<file path="config.mk">
export PLATFORM = sky130hd
export DESIGN_NAME = fnd_uart_reporter
export DESIGN_NICKNAME = d
export VERILOG_FILES = /design/src/rtl/fnd_uart_reporter.sv
export SDC_FILE = /design/constraint.sdc
export NUM_CORES = 1
export LEC_CHECK = 0
export ABC_AREA = 1
export BUFFER_PORTS_ARGS = -buffer_cell sky130_fd_sc_hd__clkbuf_2
export CAP_MARGIN = 40
export CORE_MARGIN = 4
export CORE_UTILIZATION = 31
export DETAILED_ROUTE_END_ITERATION = 12
export GPL_TIMING_DRIVEN = 1
export HOLD_SLACK_MARGIN = 0.1
export PLACE_DENSITY = 0.58
export SLEW_MARGIN = 25
export SYNTH_ARGS = -nofsm -noshare
export SYNTH_HDL_FRONTEND = slang
export SYNTH_SLANG_ARGS = --single-unit
</file>
<file path="constraint.sdc">
create_clock -name clk -period 4.13 [get_ports clk]
set_input_delay 0.826 -clock clk [delete_from_list [all_inputs] [get_ports clk]]
set_output_delay 0.826 -clock clk [all_outputs]
set_load 0.02 [all_outputs]
</file>
<file path="src/rtl/fnd_uart_reporter.sv">
// fnd_uart_reporter: on a '@' command pulse, snapshots the watch/stopwatch
// time and streams "P HH:MM:SS.CC[\r\n]" into the UART TX FIFO byte by byte.
module fnd_uart_reporter #(
    parameter logic [7:0] CHAR_WATCH = 8'h57,
    parameter logic [7:0] CHAR_SW    = 8'h53,
    parameter bit         SEND_CRLF  = 1'b1
) (
    input  logic       clk,
    input  logic       rst,
    input  logic       trigger,
    input  logic       mode,
    input  logic [4:0] hour,
    input  logic [5:0] min,
    input  logic [5:0] sec,
    input  logic [6:0] msec,
    input  logic       tx_full,
    output logic       tx_push,
    output logic [7:0] tx_data,
    output logic       busy,
    output logic       done
);
    typedef enum logic [1:0] {IDLE, CONV, SEND, FIN} state_t;

    localparam logic [3:0] LAST = SEND_CRLF ? 4'd14 : 4'd12;

    state_t          state;
    logic [3:0]      idx;
    logic            snap_mode;
    logic [4:0]      snap_hour;
    logic [5:0]      snap_min;
    logic [5:0]      snap_sec;
    logic [6:0]      snap_msec;
    // digit bytes: [1:0]=hour, [3:2]=min, [5:4]=sec, [7:6]=centisec; odd = tens
    logic [7:0][7:0] dig;
    logic [7:0]      cur_byte;

    // Two ASCII decimal digits {tens, ones}; anything above 99 shows as "99".
    function automatic logic [15:0] to_ascii(input logic [6:0] v);
        logic [6:0] s;
        logic [6:0] t;
        s = (v > 7'd99) ? 7'd99 : v;
        t = s / 7'd10;
        return {8'h30 + {1'b0, t}, 8'h30 + {1'b0, s - t * 7'd10}};
    endfunction

    // Byte selected by the current line position.
    always_comb begin
        cur_byte = 8'h00;
        case (idx)
            4'd0:    cur_byte = snap_mode ? CHAR_SW : CHAR_WATCH;
            4'd1:    cur_byte = 8'h20;
            4'd2:    cur_byte = dig[1];
            4'd3:    cur_byte = dig[0];
            4'd4:    cur_byte = 8'h3A;
            4'd5:    cur_byte = dig[3];
            4'd6:    cur_byte = dig[2];
            4'd7:    cur_byte = 8'h3A;
            4'd8:    cur_byte = dig[5];
            4'd9:    cur_byte = dig[4];
            4'd10:   cur_byte = 8'h2E;
            4'd11:   cur_byte = dig[7];
            4'd12:   cur_byte = dig[6];
            4'd13:   cur_byte = 8'h0D;
            4'd14:   cur_byte = 8'h0A;
            default: cur_byte = 8'h00;
        endcase
    end

    // Control FSM: snapshot, convert, stream with back-pressure, finish pulse.
    always_ff @(posedge clk or posedge rst) begin
        if (rst) begin
            state     <= IDLE;
            idx       <= 4'd0;
            tx_push   <= 1'b0;
            tx_data   <= 8'h00;
            busy      <= 1'b0;
            done      <= 1'b0;
            snap_mode <= 1'b0;
            snap_hour <= '0;
            snap_min  <= '0;
            snap_sec  <= '0;
            snap_msec <= '0;
            dig       <= '0;
        end else begin
            tx_push <= 1'b0;
            done    <= 1'b0;
            case (state)
                IDLE: begin
                    if (trigger) begin
                        snap_mode <= mode;
                        snap_hour <= hour;
                        snap_min  <= min;
                        snap_sec  <= sec;
                        snap_msec <= msec;
                        busy      <= 1'b1;
                        state     <= CONV;
                    end
                end
                CONV: begin
                    dig   <= {to_ascii(snap_msec), to_ascii({1'b0, snap_sec}),
                              to_ascii({1'b0, snap_min}), to_ascii({2'b00, snap_hour})};
                    idx   <= 4'd0;
                    state <= SEND;
                end
                SEND: begin
                    // the FIFO absorbs one push in the cycle full rises, so the
                    // current tx_full value is enough to decide
                    if (!tx_full) begin
                        tx_push <= 1'b1;
                        tx_data <= cur_byte;
                        idx     <= idx + 4'd1;
                        if (idx == LAST) state <= FIN;
                    end
                end
                FIN: begin
                    busy  <= 1'b0;
                    done  <= 1'b1;
                    state <= IDLE;
                end
                default: state <= IDLE;
            endcase
        end
    end
endmodule

</file>
==> impl_results.md <==
- Status: complete, no violations
- Clock slew at reported path FFs: 0.07 ns
- CTS buffer count: 9
- Slowest cell delay on critical path: 0.44 ns
- DRT antenna net count: 0
- Worst Path Buf+Inv: 4
- Kind of critical path: reg -> reg
- Final hold violation count: 0
- Number of remaining DRC errors: 0
- Max_cap viols: 0
- Final Instance Area: 6420 um^2
- Largest area contributor in the netlist: dfrtp_1
- Drt total wl: 12200 um
- Required time of the critical path: 4.36 ns
- Via density: around 4.6
- Avg Cell Area, Syn: 8.10 um^2
- Most frequent CP cell: nand2_2
- Synth Instances: 656
- Vias in the first global route: about 4200
- Slew headroom: 0.651
- EDFF count, synth: 0
- Diodes inserted: 0
- Slowest-stage cell, CP: fa_1
- Die Y: about 140 um
- Antenna violations before repair: 0
- Fin cells: roughly 950
- Post-synth top area share: 0.410
- Fraction of registers with async set or reset after synthesis: 1.00
- Pre-antenna DRT Iters: 4
- First-pass GRT wire length: 20900 um
- Post-DP HPWL: 9260 um
- Share of cells above drive strength 1: 0.204
- Fin. max-slew vios: 0
- CTS max path bufs: 2
- Largest net degree at the start of global routing: 46
- Critical path endpoint category: register
- Commonest non-fill, non-tap cells in the layout: nand2_1 (161), inv_1 (90), dfrtp_1 (87), o21ai_0 (63), clkbuf_2 (39)
- Setup violators final: 0
- Most common cell after layout, fill and taps aside: nand2_1
- R2r startpoint: snap_msec[5]
- Gpl congestion: 0.938
- Ys Warns: 0
- Flops & latches, synth: 87
- Synth unique cells: between 40 and 50
- DR WL/cell: 12.9 um
- # rows: 47
- Syn Nets: 733
- Via Count: between 4000 and 5000
- Port Buffers: 39
- Core area: 16700 um^2
- Worst Clk Skew: 0.00960 ns
- Unrepaired setup endpoints after global routing: true
- Netlist Area Pre-Place: 5310 um^2
- Crit Path Max Fanout: 4
- Clock sinks: 87
- Hold_buf cts: 0
- Area Overhead vs Synth: 20.8%
- Worst EP arrival: 4.17 ns
- Family with the most delay on the worst path: adder cells
- Post-synthesis sequential area ratio: 0.410
- Worst-Skew Late Latency: 0.35 ns
- Nets: ~800
- Clk root buf: clkbuf_16
- Drt initial violations: 208
- H-Tree Depth: 3
- Synth top area cells: dfrtp_1 (41%), nand2_1 (12%), ha_1 (10%)
- Period utilization: 0.953
- Die width: approximately 140 um
- Dpl cell area: 5930 um^2
- Slew @ Worst Pin: 0.517 ns
- IO Pins: 40
- Die Area: 19300 um^2
- Max Freq: roughly 250 MHz
- Placed instance count: 922
- Startpoint Class: register
- HP Class: in -> async
- Total global routing track utilization: 0.132
- CTS tree: yes
- GRT Residual Overflow: 0
- Post-layout minimum cycle time: 3.94 ns
- CP startpoint: snap_msec[5]
- Main synth FF type: dfrtp_1
- Initial Util: 0.318
area by class of cell:
class	instances	area, um^2
flip-flops and latches	87	2180
clock buffers	9	225
inverters	102	387
well taps	220	275
multi-input cells	450	2850
fillers	1755	10300
repair buffers	71	443
clock inverters	7	61.3
cell families after synthesis:
group,Yosys count,synth area share
AND/OR/NAND/NOR,253,0.208
AO/OA/AOI/OAI,136,0.154
buffers and inverters,119,0.0869
flip-flops,87,0.410
adder cells (fa/ha/maj),48,0.120
XOR/XNOR,13,0.0214
final timing paths:
check | to | slack, ns | cells past startpoint
min in group clk | tx_data[2] | 0.48 | 1
max in group asynchronous | dig[41] | 2.92 | 3
max | dig[54] | 0.19 | 30
max reg2reg | dig[54] | 0.19 | 30
min | snap_min[3] | 0.40 | 2
min reg2reg | tx_data[2] | 0.48 | 1
synthesized netlist by cell type, types with 3 or more instances:
cell type  number
xnor2_1         3
nor3_1          5
clkbuf_1       12
o21ai_2         4
a21o_1          3
nand3_1        17
fa_1            5
xor2_1         10
o22ai_1         8
o21ai_1         4
nand2_2        12
o21bai_1        3
nand3_2         4
o21ai_0        66
dfrtp_1        87
inv_2           4
inv_1          96
a31oi_1         5
a221oi_1        4
nand4_1         5
o211ai_1        4
nand2_1       164
a21oi_1        20
ha_1           43
nor2_1         35
nand2_4         3
metrics by stage:
step	TNS, ns	worst slack, ns	hold WS (ns)	util
finish	0	0.192	0.397	0.384
global route	-0.0824	-0.0766	0.417	0.384
CTS	0	0.0108	0.403	0.373
detailed placement	-0.0462	-0.0282	0.467	0.355
global placement	0	0.0698	0.465	0.355
floorplan	0	0.0241	0.442	-
layer usage:
layer	wire length, um	share of wire	vias up	track usage
met5	0	0	-	0
met4	176	0.014	0	0.0340
met3	495	0.041	11	0.0297
met2	5020	0.41	78	0.185
met1	6480	0.53	1974	0.202
li1	-	-	2264	-
sequential cells by signal (all words and copies together), names as in the netlist, 2 cells and up:
signal and count:
tx_data 8, snap_sec 6, snap_min 6, snap_hour 5, state 2, dig 45, idx 4, snap_msec 7
what timing repair did:
item | in CTS | in global routing
buffers inserted | 0 | 7
pin swaps | 1 | 15
hold endpoints to repair | 0 | 0
endpoints found under the setup margin | 2 | 5
cloned | 0 | 0
gates resized for setup | 3 | 24
Power is left out: the tool's default activity adds up to more than one toggle a clock period on the data nets, which glitch-free logic cannot reach.
